File: src/rtl/pin_teclado_pkg.sv
// pin_teclado_pkg: key codes, FSM states and default timeout for the PIN keypad front end
package pin_teclado_pkg;
   localparam logic [3:0] TECLA_BORRAR       = 4'hA;
   localparam logic [3:0] TECLA_ENTER        = 4'hB;
   localparam int         TIMEOUT_CICLOS_DEF = 200;
   typedef enum logic [1:0] {VACIO, PARCIAL, COMPLETO, ENVIO} estado_t;
endpackage

File: src/rtl/detector_flanco.sv
// detector_flanco: registered rising-edge detector producing a one-cycle accept pulse gated by enable
// Ports: i_clk clock, i_rst_n sync active-low reset, i_nivel key-held level,
//        i_habilitar entry enable, o_pulso accept pulse (valid at the edge the level rises)
module detector_flanco (
   input  logic i_clk,
   input  logic i_rst_n,
   input  logic i_nivel,
   input  logic i_habilitar,
   output logic o_pulso
);
   logic r_prev;
   always_ff @(posedge i_clk)
      r_prev <= i_rst_n ? i_nivel : 1'b0;
   // the level history is tracked even while disabled, so a press that starts disabled is never replayed
   assign o_pulso = i_nivel & ~r_prev & i_habilitar;
endmodule

File: src/rtl/pin_teclado.sv
// pin_teclado: assembles a 2-digit BCD PIN from keypad presses and strobes it to the gate controller
// Ports: Clk clock, Reset sync active-low reset, Tecla key code, Tecla_valida key-held level,
//        Habilitar entry enable, Pin assembled PIN, enterPin submit strobe,
//        Digitos digits held, Error_tecla invalid-key / premature-ENTER strobe
module pin_teclado
   import pin_teclado_pkg::*;
#(
   parameter int TIMEOUT_CICLOS = TIMEOUT_CICLOS_DEF,
   parameter int ANCHO_TIMER    = 8
) (
   input  logic       Clk,
   input  logic       Reset,
   input  logic [3:0] Tecla,
   input  logic       Tecla_valida,
   input  logic       Habilitar,
   output logic [7:0] Pin,
   output logic       enterPin,
   output logic [1:0] Digitos,
   output logic       Error_tecla
);
   localparam logic [ANCHO_TIMER-1:0] LIMITE = ANCHO_TIMER'(TIMEOUT_CICLOS - 1);
   estado_t                r_estado;
   logic [ANCHO_TIMER-1:0] r_timer;
   logic                   w_acepta;
   logic                   w_activo;
   detector_flanco u_flanco (
      .i_clk      (Clk),
      .i_rst_n    (Reset),
      .i_nivel    (Tecla_valida),
      .i_habilitar(Habilitar),
      .o_pulso    (w_acepta)
   );
   assign w_activo = (r_estado == PARCIAL) || (r_estado == COMPLETO);
   always_ff @(posedge Clk) begin
      if (!Reset) begin
         Pin         <= '0;
         enterPin    <= 1'b0;
         Digitos     <= '0;
         Error_tecla <= 1'b0;
         r_timer     <= '0;
         r_estado    <= VACIO;
      end else begin
         enterPin    <= 1'b0;
         Error_tecla <= 1'b0;
         r_timer     <= '0;
         if (r_estado == ENVIO) begin
            r_estado <= VACIO;
            Digitos  <= '0;
         end else if (!Habilitar) begin
            // losing enable abandons the entry but leaves Pin visible
            if (w_activo) begin
               r_estado <= VACIO;
               Digitos  <= '0;
            end
         end else if (w_acepta) begin
            if (Tecla <= 4'd9) begin
               Pin      <= {Pin[3:0], Tecla};
               r_estado <= (r_estado == VACIO) ? PARCIAL : COMPLETO;
               Digitos  <= (r_estado == VACIO) ? 2'd1 : 2'd2;
            end else if (Tecla == TECLA_BORRAR) begin
               Pin      <= '0;
               Digitos  <= '0;
               r_estado <= VACIO;
            end else if (Tecla == TECLA_ENTER) begin
               if (r_estado == COMPLETO) begin
                  r_estado <= ENVIO;
                  enterPin <= 1'b1;
               end else begin
                  Error_tecla <= 1'b1;
                  Pin         <= '0;
                  Digitos     <= '0;
                  r_estado    <= VACIO;
               end
            end else
               Error_tecla <= 1'b1;
         end else if (w_activo) begin
            // LIMITE is one less because the discarding edge is itself the last counted idle edge
            if (r_timer == LIMITE) begin
               Pin      <= '0;
               Digitos  <= '0;
               r_estado <= VACIO;
            end else
               r_timer <= r_timer + 1'b1;
         end
      end
   end
endmodule

File: config.mk
export PLATFORM = sky130hd
export DESIGN_NAME = pin_teclado
export DESIGN_NICKNAME = d
export VERILOG_FILES = /design/src/rtl/pin_teclado_pkg.sv /design/src/rtl/detector_flanco.sv /design/src/rtl/pin_teclado.sv
export SDC_FILE = /design/constraint.sdc
export NUM_CORES = 1
export LEC_CHECK = 0
export ABC_AREA = 1
export ABC_CLOCK_PERIOD_IN_PS = 3700
export BUFFER_PORTS_ARGS = -buffer_cell sky130_fd_sc_hd__buf_2
export CAP_MARGIN = 20
export CORE_ASPECT_RATIO = 1.1
export CORE_MARGIN = 8
export CORE_UTILIZATION = 50
export CTS_CLUSTER_SIZE = 12
export DETAILED_ROUTE_END_ITERATION = 10
export MAX_ROUTING_LAYER = met4
export PLACE_DENSITY = 0.82
export SLEW_MARGIN = 20
export SYNTH_ARGS = -nofsm -noshare
export SYNTH_HDL_FRONTEND = slang
export SYNTH_HIERARCHICAL = 1
export SYNTH_SLANG_ARGS = --single-unit
File: constraint.sdc
create_clock -name Clk -period 3.7 [get_ports Clk]
set_clock_uncertainty 0.2 [all_clocks]
set_input_delay 0.74 -clock Clk [delete_from_list [all_inputs] [get_ports Clk]]
set_output_delay 0.74 -clock Clk [all_outputs]
set_load 0.03 [all_outputs]
==> metrics.txt <==
net count after synthesis roughly 180; flop2flop setup slack 1.94 ns; setup violators final 0; Die Height 67.8 um; nets 201; Critical Path End Type register; yosys warns 6; DP HPWL about 2.0 mm; clk root buf clkbuf_4; crit path from Habilitar; combinational share of power 10.5%; Final Hold Vio Count 0; Startpoint Class input port; Synth cell types 23; remaining global-route overflow 0; most frequent CP cell nand2_1; worst-path cell chain buf_2, nand2_1, nor2_2, nand2_1, inv_1, nand3_2, nand2_2, nor2_4, a21oi_1, nor2_1; register area share after synthesis between 30% and 40%; hold_sp r_timer[0]; I/O Buffers 19; status complete, no violations; Resized cells post-CTS 0; share of layout cells above drive strength 1 22.3%; Net Switching 110 uW; Filler Cell Count between 200 and 250; site row count 18; Vias/cell 5.17; Min Hold Slack roughly 0.27 ns; Mean Syn Cell Area between 7 and 8 um2; number of max-slew violations in the final report 0; final WL 2.57 mm; DRT Pass-1 Iters 4; H-tree depth 1; sequential cell area 460 um2; die width 63.1 um; Fmax around 0.50 GHz; Worst Tran Pin Value 0.451 ns; final std cells w/o fill 218; crit path max fanout 10; cell leakage power 0.546 nW; gr usage total 13.5%; Switching Fraction 26.6%; CTS tree yes; fin crit period between 2 and 2.5 ns; synth top area cells dfxtp_1, nand2_1, nor2_1, a21oi_1, inv_1; Max clock buf depth 2; Area growth syn-to-layout 12.2%; initial antenna violation count 0; clock-pin slew on the worst setup and hold paths 0.13 ns; drt wl/cell 11.8 um; critical path class input port to register; total number of vias 1127; WP data required approximately 3.7 ns; Synth area leader dfxtp_1; setup bufs post-CTS 0; PD cells 301 nW/um2; TNS Setup 0 ns; Final ANT Viol Nets 0; # clock sinks 23; Worst Hold Class register to register; Clock power frac 28.8%; routability cong. 0.837; mapped cell area around 1200 um2; Synth Instances 166; Max VDD drop 0.000252 V; Slew HR 69.9%; # diodes 0; violation count after the first detailed-route iteration 30; Multi-input gate area between 600 and 700 um2; max-cap viol count 0; Sequential Power Share approximately three fifths; # hold bufs at CTS 0; CP max-delay cell nor2_2; crit share post-route 54.2%; dpl cells around 210; number of global-route vias before repair 1151; DIE AREA between 4000 and 5000 um2; share of the synthesized area in the top cell type 37.7%; RR Startpoint u_flanco/r_prev; largest net degree at the start of global routing 14; core region area 2270 um2; global-route wire length before repair 4.55 mm; Worst-Skew Late Latency approximately 0.32 ns; CP Data Arrival Time approximately 2.0 ns; Crit path largest cell delay approximately 0.36 ns; Yosys reg bits 23; RSZ-0062 raised after global routing no; CTS Buf Count 3; initial core utilization 53.7%; Int Power 303 uW; I/O pin cnt 20; DRC viols 0
## per-stage QoR
stage                     util, %  worst slack (ns)  cell area, um2  power, mW
after floorplan                 -              1.81            1220      0.287
after global placement       59.0              1.44            1340      0.297
after detailed placement     59.0              1.37            1340      0.299
after CTS                    60.2              1.73            1370      0.418
after global routing         60.2              1.55            1370      0.432
final                        60.2              1.69            1370      0.412
## final timing paths
path	endpoint	cells after the start
setup reg to reg	Digitos[0]	8
setup / recovery	Digitos[0]	10
hold / removal	r_timer[0]	1
hold reg to reg	r_timer[0]	1
## metal layers
metal  GRT usage [%]  vias to the layer above  wire, um
met4            6.84                        0        37
met2            25.5                       21      1300
li1                -                      577         -
met3            4.25                        4       137
met5               -                        -         0
met1            12.2                      525      1090
## power groups by stage
stage / registers [mW] / clock network (mW) / logic (mW)
6_report: 0.250 / 0.119 / 0.0432
5_1_grt: 0.251 / 0.133 / 0.0479
4_1_cts: 0.250 / 0.124 / 0.0434
3_5_place_dp: 0.256 / 0 / 0.0432
3_3_place_gp: 0.256 / 0 / 0.0416
2_1_floorplan: 0.258 / 0 / 0.0290
## sequential cells by signal (all words and copies together) (netlist names)
| name | cells |
|---|---|
| Pin | 8 |
| enterPin | 1 |
| Digitos | 2 |
| r_estado | 2 |
| Error_tecla | 1 |
| r_timer | 8 |
| u_flanco/r_prev | 1 |
## worst max-delay path: cells and delay by family
family	cells	cell delay [ns]
AND/OR/NAND/NOR	7	0.91
buffers and inverters	2	0.26
AO/OA/AOI/OAI	1	0.12
## cell type report
class / count / share of cell area, %
Clock buffer: 3 / 1.64
Clock inverter: 1 / 0.365
Inverter: 22 / 6.03
Multi-Input combinational cell: 120 / 48.7
Sequential cell: 23 / 33.6
Tap cell: 30 / 2.74
Timing Repair Buffer: 19 / 6.94
## cells in the final DEF (no fill, tap or decap)
master / instances
a21oi_1: 14
a21oi_2: 1
a21oi_4: 1
buf_2: 19
clkbuf_4: 3
clkinv_2: 1
dfxtp_1: 23
ha_1: 4
inv_1: 18
inv_2: 4
nand2_1: 32
nand2_2: 2
nand3_1: 11
nand3_2: 3
nand3_4: 2
nand4_1: 8
nor2_1: 26
nor2_2: 3
nor2_4: 1
nor2_8: 1
nor3_1: 5
o21ai_1: 1
or2_2: 1
xnor2_1: 2
xor2_1: 2
## cell usage after synthesis (all sizes together)
cell	n
nand3	16
buf	1
or2	1
xor2	2
nand2	34
nand4	8
inv	22
xnor2	2
a21oi	16
nor2	31
dfxtp	23
ha	4
nor3	5
o21ai	1
## kinds of logic after synthesis
family                   share of synthesized area (%)
adder cells (fa/ha/maj)                           4.10
flip-flops                                        37.7
XOR/XNOR                                          2.87
AO/OA/AOI/OAI                                     8.20
buffers and inverters                             7.68
AND/OR/NAND/NOR                                   39.4
Power figures use the tool's default switching activity.
